--- src/rtl/tug_pkg.sv ---
// tug_pkg: shared types and helpers for the tug-of-war playfield.
package tug_pkg;

    typedef enum logic {
        PLAY,
        WIN
    } field_state_t;

    typedef enum logic {
        WIN_LEFT,
        WIN_RIGHT
    } winner_t;

    // Width of the win-display hold counter.
    localparam int unsigned HOLD_W = 8;

    // Index of the centre light for an odd-sized bar.
    function automatic int unsigned centre_index(input int unsigned num_lights);
        return (num_lights - 1) / 2;
    endfunction

endpackage

--- src/rtl/tug_score_counter.sv ---
// tug_score_counter: saturating per-player win counter, CE-gated, async reset.
module tug_score_counter #(
    parameter int unsigned SCORE_WIDTH = 4
) (
    input  logic                   clk,
    input  logic                   reset_n,
    input  logic                   ce,
    input  logic                   inc,
    output logic [SCORE_WIDTH-1:0] count
);

    // Count one win per enabled increment, holding at all-ones.
    always_ff @(posedge clk or negedge reset_n) begin
        if (!reset_n) begin
            count <= '0;
        end else if (ce && inc && (count != '1)) begin
            count <= count + SCORE_WIDTH'(1);
        end
    end

endmodule

--- src/rtl/tug_field.sv ---
// tug_field: index-based tug-of-war playfield with edge-win detection,
// timed auto-serve and, when TUG_SCORE_EN is defined, per-player score
// counters (SCORE_WIDTH parameter and score_left/score_right ports).
module tug_field
    import tug_pkg::*;
#(
    parameter int unsigned NUM_LIGHTS  = 9,
    parameter int unsigned HOLD_TICKS  = 4
`ifdef TUG_SCORE_EN
    ,
    parameter int unsigned SCORE_WIDTH = 4
`endif
) (
    input  logic                   clk,
    input  logic                   reset_n,
    input  logic                   CE,
    input  logic                   left_press,
    input  logic                   right_press,
    input  logic                   restart,
    output logic [NUM_LIGHTS-1:0]  lights,
    output logic                   win_left,
    output logic                   win_right,
    output logic                   round_active
`ifdef TUG_SCORE_EN
    ,
    output logic [SCORE_WIDTH-1:0] score_left,
    output logic [SCORE_WIDTH-1:0] score_right
`endif
);

    localparam int unsigned      PW        = $clog2(NUM_LIGHTS);
    localparam logic [PW-1:0]     POS_MAX   = PW'(NUM_LIGHTS - 1);
    localparam logic [PW-1:0]     POS_CTR   = PW'(centre_index(NUM_LIGHTS));
    localparam logic [HOLD_W-1:0] HOLD_LAST = HOLD_W'(HOLD_TICKS - 1);

    field_state_t      state, state_nxt;
    winner_t           winner, winner_nxt;
    logic [PW-1:0]     pos, pos_nxt;
    logic [HOLD_W-1:0] hold_cnt, hold_nxt;
    logic              move_l, move_r;

    // State register: FSM state, light index, winner and hold counter.
    always_ff @(posedge clk or negedge reset_n) begin
        if (!reset_n) begin
            state    <= PLAY;
            pos      <= POS_CTR;
            winner   <= WIN_LEFT;
            hold_cnt <= '0;
        end else begin
            state    <= state_nxt;
            pos      <= pos_nxt;
            winner   <= winner_nxt;
            hold_cnt <= hold_nxt;
        end
    end

    // Next-state logic: restart first, then CE-gated play/hold progression.
    always_comb begin
        state_nxt  = state;
        pos_nxt    = pos;
        winner_nxt = winner;
        hold_nxt   = hold_cnt;
        move_l     = CE && left_press && !right_press;
        move_r     = CE && right_press && !left_press;

        if (restart) begin
            state_nxt = PLAY;
            pos_nxt   = POS_CTR;
            hold_nxt  = '0;
        end else if (CE) begin
            case (state)
                PLAY: begin
                    if (move_l) begin
                        if (pos == POS_MAX) begin
                            state_nxt  = WIN;
                            winner_nxt = WIN_LEFT;
                            hold_nxt   = '0;
                        end else begin
                            pos_nxt = pos + PW'(1);
                        end
                    end else if (move_r) begin
                        if (pos == '0) begin
                            state_nxt  = WIN;
                            winner_nxt = WIN_RIGHT;
                            hold_nxt   = '0;
                        end else begin
                            pos_nxt = pos - PW'(1);
                        end
                    end
                end
                WIN: begin
                    // The tick that completes the hold also serves, so the
                    // counter is compared before it would reach HOLD_TICKS.
                    if (hold_cnt == HOLD_LAST) begin
                        state_nxt = PLAY;
                        pos_nxt   = POS_CTR;
                        hold_nxt  = '0;
                    end else begin
                        hold_nxt = hold_cnt + HOLD_W'(1);
                    end
                end
                default: begin
                    state_nxt = PLAY;
                    pos_nxt   = POS_CTR;
                    hold_nxt  = '0;
                end
            endcase
        end
    end

    // Output decode from registered state only.
    always_comb begin
        lights       = '0;
        for (int unsigned i = 0; i < NUM_LIGHTS; i++) begin
            lights[i] = (state == PLAY) && (pos == PW'(i));
        end
        round_active = (state == PLAY);
        win_left     = (state == WIN) && (winner == WIN_LEFT);
        win_right    = (state == WIN) && (winner == WIN_RIGHT);
    end

`ifdef TUG_SCORE_EN
    logic inc_left, inc_right;

    // A score is taken on the tick that moves PLAY into WIN.
    always_comb begin
        inc_left  = (state == PLAY) && (state_nxt == WIN) && (winner_nxt == WIN_LEFT);
        inc_right = (state == PLAY) && (state_nxt == WIN) && (winner_nxt == WIN_RIGHT);
    end

    tug_score_counter #(
        .SCORE_WIDTH(SCORE_WIDTH)
    ) u_score_left (
        .clk     (clk),
        .reset_n (reset_n),
        .ce      (CE),
        .inc     (inc_left),
        .count   (score_left)
    );

    tug_score_counter #(
        .SCORE_WIDTH(SCORE_WIDTH)
    ) u_score_right (
        .clk     (clk),
        .reset_n (reset_n),
        .ce      (CE),
        .inc     (inc_right),
        .count   (score_right)
    );
`endif

endmodule

--- config.mk ---
export PLATFORM = sky130hd
export DESIGN_NAME = tug_field
export DESIGN_NICKNAME = d
export VERILOG_FILES = /design/src/rtl/tug_pkg.sv /design/src/rtl/tug_score_counter.sv /design/src/rtl/tug_field.sv
export SDC_FILE = /design/constraint.sdc
export NUM_CORES = 1
export LEC_CHECK = 0
export BUFFER_PORTS_ARGS = -buffer_cell sky130_fd_sc_hd__buf_2
export CAP_MARGIN = 20
export CORE_UTILIZATION = 40
export CTS_CLUSTER_DIAMETER = 100
export DETAILED_ROUTE_END_ITERATION = 7
export PLACE_DENSITY = 0.63
export SLEW_MARGIN = 30
export SYNTH_ARGS = -nofsm -noshare
export SYNTH_HDL_FRONTEND = slang
export SYNTH_SLANG_ARGS = --single-unit
--- constraint.sdc ---
create_clock -name clk -period 2.6 [get_ports clk]
set_clock_uncertainty 0.15 [all_clocks]
set_input_delay 0.39 -clock clk [delete_from_list [all_inputs] [get_ports clk]]
set_output_delay 0.39 -clock clk [all_outputs]
set_load 0.01 [all_outputs]
# Word-level counts from Yosys, hierarchy flattened
# Cells that the tools add are included.
# word_totals
register_bits,14
output_inout_bits,12
elab_cells,78
inputBits,6
# op_classes
bitwise_logic,3
eq_ne,16
reduce_logical,24
n_addsub,3
muxes,28
# ops
cell,count
8-bit two-way mux,7
4-bit two-way mux,7
"4-bit by 3-bit == test with 1-bit output, second input constant",4
8-bit one-hot mux with 2 select lines,1
1-bit logical AND,15
1-bit two-way mux,11
"8-bit by 1-bit adder with 8-bit output, second input constant",1
"4-bit by 2-bit == test with 1-bit output, second input constant",2
"8-bit by 2-bit == test with 1-bit output, second input constant",1
"4-bit by 2-bit inequality test with 1-bit output, second input constant",2
"4-bit inequality test, second input constant",2
4-bit one-hot mux with 2 select lines,1
6-bit AND reduction,1
2-bit nonzero test,3
5-bit AND reduction,1
"4-bit by 1-bit adder with 4-bit output, second input constant",1
"4-bit by 1-bit == test with 1-bit output, second input constant",1
"4-bit == test, second input constant",1
4-bit zero test,1
"4-bit by 3-bit inequality test with 1-bit output, second input constant",1
4-bit AND reduction,1
"4-bit by 1-bit subtractor with 4-bit output, second input constant",1
"3-bit by 2-bit inequality test with 1-bit output, second input constant",1
1-bit inverter,3
3 further kinds,4

# Logic depth before layout (Yosys ltp)
# Gate-level depths: netlist (run 1).
# logic_depth
ltp_word,7
depth_mapped,7
mapped_depth_nobuf,7

# Worst setup path before layout (run 1)
# No wires, ideal clock.
# synth_path
path_type,register -> register
from,reg hold_cnt[5]
to,reg pos[3]
required_ns,2.322
setup_ns,0.128
n_path_buf,0
stages_incl_launch_ff,6
arrival_time_ns,1.802
slack_ns,0.520
period_less_slack_ns,2.080
path_cell_list,dfrtp_1 -> or4_4 -> o311a_4 -> a211oi_4 -> o21ai_0 -> mux2i_1
# synth_via
elab_chain_len,3
# synth_lines
element,line_no,source
start: declaration,tug_field.sv:39,"logic [HOLD_W-1:0] hold_cnt, hold_nxt;"
start signal: assignment,tug_field.sv:53,hold_cnt <= hold_nxt;
8-bit by 2-bit == test with 1-bit output,tug_field.sv:94,if (hold_cnt == HOLD_LAST) begin
3-bit by 2-bit inequality test with 1-bit output (no source line),n/a,
5-bit AND reduction (no source line),n/a,
end signal: assignment,tug_field.sv:51,pos <= pos_nxt;
end: declaration,tug_field.sv:38,"logic [PW-1:0] pos, pos_nxt;"
# Every way passes these cells.
# A chain may end at the register's enable or synchronous reset.

# Worst setup path in the final report (run 1)
# Same ends and word-level chain as after synthesis.

==> metrics.cfg, run 1 <==
[outcome]
status=finished clean

[hold_path]
hp-start=restart
timing.hold.worst_endpoint=pos[2]$_DFFE_PN1P_
whs_path_depth=3
hold_path_class=in2reg

[clocking]
cts_sinks=14
worstSkewPairLatency_ns=0.28
cts_tree=built
path_clk_slew_ns=0.08
post_cts_resized=0
post-cts-setup-buffers=0
h-tree-depth=1
cts_buffer_depth=2
cts_buffers=3
cts-root-buf=clkbuf_4

[floorplan]
start_util=0.4207
core_um2=2477
die_area_um2=2814
die_x_um=53.05
io_pins=18
dieHeight_um=53.05
std_cell_rows=18

[sta]
finalMaxSlewViolations=0
hold_viol=0
rsz0062_at_grt=no
setup_violations=0
fin_crit_sh=0.8570
tns_ns=0
fmax_mhz=448.8
whs_ns=0.2578
setup_ws_ns=0.3719
worst_pin_slew_ns=0.6687
layout_min_cycle_time_ns=2.228
relSlewSlack=0.5533

[pwr]
power_leakage_nw=0.5641
clkPwrFrac=0.193
pwr-share-comb=0.411
power_uw=801.8
switchingPower_uw=312.1
p_seq_frac=0.396
vdd_drop_max_mv=0.3436
p_per_area_nw_per_um2=662.7
intPower_uw=489.7
swShare=0.3892

[synthesis]
yosys-top-cells-area=dfrtp_1, ha_1, nor2_1
ys.flop_type=dfrtp_1
ys_seq_elements=14
synth_largest_area_cell=dfrtp_1
syn_nets=132
syn_area_um2=1042
yosys_warnings=0
ys_types=39
synth_seq_area_share=0.3373
yosysTopAreaCellShare=0.3121
async_reset_ff_frac=1.000
synthCells=119
synth.avg_cell_area_um2=8.758
synth_edf_count=0

[worst_setup_path]
r2r_start=hold_cnt[5]$_DFFE_PN0P_
r2r_end=pos[3]$_DFFE_PN0P_
critical_path.endpoint_type=flop
r2r_setup_slack_ns=0.37
crit_fanout=6
cp-start-kind=flop
worstSetupPathType=reg2reg
rr_worst_depth=5
cp.required_ns=2.61
setup.worst_path.start=hold_cnt[5]$_DFFE_PN0P_
cp.arrival_ns=2.24

[place]
dp_hpwl_um=1630
dpl_cell_area_um2=1164
port_buffers=17
place_inst=164
gp_congestion=0.8628
post-place-ws_ns=0.4114

[global_routing]
grt_antenna_before_repair=0
grt_max_degree=15
grt_pass1_vias=762
track_usage=0.1722
gr-total-overflow=0
grt_pass1_wl_um=3512

[drt]
wl_per_cell_um=13.03
ant_nets=0
viasPerCell=5.503
vias=930
wl_um=2202
dr.pass1.iters=4
drt_iter0_drc=26
drc=0

[finish]
area_growth_pct=16.09
layout.cells.non_filler=169
most-common-layout-cells=buf_2, nor2_1, dfrtp_1
drive_gt1_frac=0.2158
final_area_um2=1210
final_common_cell=buf_2
num-fill-cells=243
nNetsFinal=153
final_core_util=0.4884
insertedDiodeCount=0

[job]
maxCapViolCount=0

[metal layers]
metal / track usage / share of wire
met5: 0 / 0
met4: 0.05263 / 0.0054
met3: 0.05172 / 0.045
met2: 0.2384 / 0.45
met1: 0.2513 / 0.50
[layout make-up]
class / count / area [µm²] / share of cell area
Inverter: 5 / 18.77 / 0.01551
Timing Repair Buffer: 20 / 110.1 / 0.09100
Clock buffer: 4 / 36.28 / 0.02999
Multi-Input combinational cell: 96 / 655.6 / 0.5419
Sequential cell: 14 / 351.6 / 0.2906
Tap cell: 30 / 37.54 / 0.03102
[critical path, stage by stage (launching register included)]
cell,delay (ns)
dfrtp_1,0.44
or4_4,0.58
o311a_4,0.37
a211oi_4,0.27
o21ai_0,0.17
mux2i_1,0.14
[sequential cells by signal, summed over array words and instances (netlist names)]
register,cells
state,1
winner,1
pos,4
hold_cnt,8
[power groups by stage]
stage / Sequential, mW / Combinational, mW / Clock, mW
finish: 0.318 / 0.330 / 0.154
CTS: 0.316 / 0.329 / 0.161
detailed placement: 0.320 / 0.327 / 0
global placement: 0.318 / 0.329 / 0
global route: 0.326 / 0.372 / 0.175
floorplan: 0.283 / 0.264 / 0
[worst max-delay path by stage]
stage | to | cells past startpoint
final | pos[3]$_DFFE_PN0P_ | 5
after floorplan | pos[3]$_DFFE_PN0P_ | 5
after CTS | pos[3]$_DFFE_PN0P_ | 5
after global placement | pos[2]$_DFFE_PN1P_ | 5
after detailed placement | pos[2]$_DFFE_PN1P_ | 5
after global routing | hold_cnt[5]$_DFFE_PN0P_ | 5
[cells in the mapped netlist (2+ instances only)]
| cell type | number |
|---|---|
| a21oi_1 | 2 |
| a31oi_1 | 4 |
| and2_1 | 3 |
| and3_1 | 2 |
| clkbuf_1 | 2 |
| dfrtp_1 | 13 |
| ha_1 | 7 |
| inv_1 | 5 |
| mux2i_1 | 2 |
| nand2_1 | 11 |
| nand2b_1 | 4 |
| nand3_1 | 5 |
| nor2_1 | 13 |
| nor3_1 | 6 |
| nor4b_1 | 2 |
| o21ai_0 | 9 |
| o31ai_1 | 5 |
| xnor2_1 | 2 |
| xor2_1 | 2 |
[cells by family after synthesis]
family                     count (synthesis)  synth area share
and+or+nand+nor                           53            0.2641
AOI/OAI and AO/OA                         30            0.2281
DFF                                       14            0.3373
buffers and inverters                      9           0.03361
adders and majority gates                  7           0.08403
xor gates and xnor gates                   4           0.03362
muxes                                      2           0.01921
[repair_timing]
action                                 in CTS  in global routing
setup endpoints to repair                   0                  0
endpoints found under the hold margin      13                  0
hold buffers                                1                  0
No activity file was read; power rests on OpenSTA's default activity.
==> run 2, diff against run 1 <==
--- a/config.mk
+++ b/config.mk
@@ -5,6 +5,7 @@
 export SDC_FILE = /design/constraint.sdc
 export NUM_CORES = 1
 export LEC_CHECK = 0
+export ABC_AREA = 1
 export BUFFER_PORTS_ARGS = -buffer_cell sky130_fd_sc_hd__buf_2
 export CAP_MARGIN = 20
 export CORE_UTILIZATION = 40
==> run 2 against run 1 <==
Hold slack worse by 0.0037 ns. Final cell count up 30%. Power up 9.0%. Via count up 18%. Critical endpoint is now lights[8].
==> metrics.cfg, run 2 <==
[outcome]
status=finished clean

[place]
dp_hpwl_um=1924  ; +18%
gp_congestion=0.8413  ; -2.5%
dpl_cell_area_um2=1241  ; +6.7%
port_buffers=17  ; unchanged

[synthesis]
synth_seq_area_share=0.3074  ; -0.02990
ys_seq_elements=14  ; unchanged
ys_top_cells_by_count=nand2_1, inv_1, nor2_1
async_reset_ff_frac=1.000  ; unchanged
yosys_warnings=0  ; unchanged
yosysTopAreaCellShare=0.2845  ; -0.02766
ys.flop_type=dfrtp_1
yosys-top-cells-area=dfrtp_1, nand2_1, inv_1
synth_largest_area_cell=dfrtp_1
synth.most_common_cell=nand2_1
ys_types=24  ; -38%
syn_area_um2=1144  ; +9.7%
synth.avg_cell_area_um2=6.727  ; -23%
synthCells=170  ; +43%
synth_edf_count=0  ; unchanged
syn_nets=183  ; +39%

[finish]
final_common_cell=nand2_1
area_growth_pct=12.58
num-fill-cells=280  ; +15%
reg.largest.list=hold_cnt x8, pos x4
nNetsFinal=203  ; +33%
drive_gt1_frac=0.2011  ; -0.01477
final_area_um2=1287  ; +6.4%
most-common-layout-cells=nand2_1, inv_1, nor2_1
top_register=hold_cnt
insertedDiodeCount=0  ; unchanged
final_core_util=0.4709  ; -0.01745
largest_reg_flops=8  ; unchanged

[drt]
drt_iter0_drc=26  ; unchanged
dr.pass1.iters=4  ; unchanged
drc=0  ; unchanged
viasPerCell=5.009  ; -9.0%
ant_nets=0  ; unchanged
vias=1102  ; +18%
wl_per_cell_um=11.58  ; -11%
wl_um=2547  ; +16%

[clocking]
cts_sinks=14  ; unchanged
cts-root-buf=clkbuf_4
cts_buffer_depth=2  ; unchanged
path_clk_slew_ns=0.09  ; about the same
post_cts_resized=0  ; unchanged
cts_tree=built
worstSkewPairLatency_ns=0.28  ; about the same
h-tree-depth=1  ; unchanged
cts_buffers=3  ; unchanged

[sta]
worst_pin_slew_ns=0.3847  ; -0.2840 ns
relSlewSlack=0.7435  ; +0.1903
finalMaxSlewViolations=0  ; unchanged
whs_ns=0.2541  ; -0.003745 ns
fmax_mhz=475.0  ; +5.8%
setup_violations=0  ; unchanged
rsz0062_at_grt=no
layout_min_cycle_time_ns=2.105  ; -0.1227 ns
fin_crit_sh=0.8098  ; -0.04720
tns_ns=0  ; unchanged
hold_viol=0  ; unchanged

[pwr]
pwr-share-comb=0.435  ; +0.024
power_leakage_nw=0.7088  ; +26%
switchingPower_uw=387.7  ; +24%
power_uw=874.1  ; +9.0%
clkPwrFrac=0.183  ; -0.010
p_per_area_nw_per_um2=679.0  ; +2.5%
vdd_drop_max_mv=0.4404  ; +28%
swShare=0.4436  ; +0.05435
p_seq_frac=0.382  ; -0.014
intPower_uw=486.4  ; -0.68%

[worst_setup_path]
critPathBufInv=2  ; +2
worst-path-stages=5  ; unchanged
worstSetupPathType=reg2out
critical_path.endpoint_type=output pin
cp.required_ns=2.06  ; -0.55 ns
critPathTopFamily=flip-flops
cp.arrival_ns=1.57  ; -0.67 ns
rr_worst_depth=7  ; +2
cp-start-kind=flop
cp_slowest_cell=dfrtp_1
crit_chain=inv_1 > ha_1 > nand3_1 > nor2_1 > buf_2
critical_path.max_stage_delay_ns=0.46  ; -0.12 ns
crit_fanout=6  ; unchanged

[global_routing]
grt_max_degree=17  ; +2
track_usage=0.1863  ; +0.01414
gr-total-overflow=0  ; unchanged
grt_antenna_before_repair=0  ; unchanged
grt_pass1_wl_um=4609  ; +31%
grt_pass1_vias=1095  ; +44%

[floorplan]
dieHeight_um=55.47  ; +4.6%
io_pins=18  ; unchanged
core_um2=2734  ; +10%
std_cell_rows=19  ; +1
start_util=0.4183  ; -0.002401
die_area_um2=3077  ; +9.4%
die_x_um=55.47  ; +4.6%

[hold_path]
hold_path_class=in2reg
whs_path_depth=4  ; +1

[job]
maxCapViolCount=0  ; unchanged

[run 2: worst paths after layout]
path / startpoint / to / slack [ns]
max: pos[0]$_DFFE_PN0P_ / lights[8] / 0.49
min: restart / pos[3]$_DFFE_PN0P_ / 0.25
max reg2reg: pos[0]$_DFFE_PN0P_ / pos[2]$_DFFE_PN1P_ / 0.78
min in group asynchronous: reset_n / pos[3]$_DFFE_PN0P_ / 0.37
max in group asynchronous: reset_n / pos[2]$_DFFE_PN1P_ / 1.64
min reg2reg: winner$_DFFE_PN0P_ / winner$_DFFE_PN0P_ / 0.38
[run 2: per-stage QoR]
step | worst slack, ns | std cells
floorplan | 0.9804 | 170
global placement | 0.8265 | 215
detailed placement | 0.7969 | 215
CTS | 0.4951 | 220
global route | 0.3906 | 220
finish | 0.4946 | 220
[run 2: cell type report]
| cell class | instances | area, µm² | share of cell area |
|---|---|---|---|
| Clock buffer | 4 | 36.28 | 0.02818 |
| Inverter | 29 | 108.9 | 0.08455 |
| Multi-Input combinational cell | 124 | 656.9 | 0.5102 |
| Sequential cell | 14 | 351.6 | 0.2731 |
| Tap cell | 31 | 38.79 | 0.03013 |
| Timing Repair Buffer | 18 | 95.09 | 0.07386 |
[run 2: logic make-up (layout without fill, tap and decap cells)]
family | after synthesis | count (layout) | synth area share
AO/OA/AOI/OAI | 19 | 19 | 0.09408
XOR/XNOR | 2 | 2 | 0.01532
adder cells (fa/ha/maj) | 7 | 7 | 0.07658
buffers and inverters | 32 | 51 | 0.1182
flip-flops | 14 | 14 | 0.3074
AND/OR/NAND/NOR | 96 | 96 | 0.3884
[run 2: power by group through the flow]
| stage | Combinational, mW | Clock, mW | Sequential [mW] |
|---|---|---|---|
| detailed placement | 0.382 | 0 | 0.333 |
| finish | 0.380 | 0.160 | 0.334 |
| floorplan | 0.324 | 0 | 0.298 |
| global route | 0.445 | 0.175 | 0.341 |
| global placement | 0.376 | 0 | 0.333 |
| CTS | 0.384 | 0.162 | 0.332 |
[run 2: timing repair]
action,CTS,global route
hold endpoints to repair,13,0
endpoints found under the setup margin,0,0
hold buffers,1,0
buffers inserted,0,0
[run 2: worst reg2reg max path: cells and delay by family (launching register included)]
| kind | cells | cell delay, ns |
|---|---|---|
| buf+inv | 1 | 0.17 |
| compound gates | 1 | 0.21 |
| fa+ha+maj | 1 | 0.27 |
| simple gates | 4 | 0.48 |
| flops | 1 | 0.47 |
[run 2: metal layers]
metal	GRT usage	routed length [µm]
met1	0.2211	1171
met3	0.03513	113
met4	0.07143	49
met5	0	0
met2	0.3305	1212
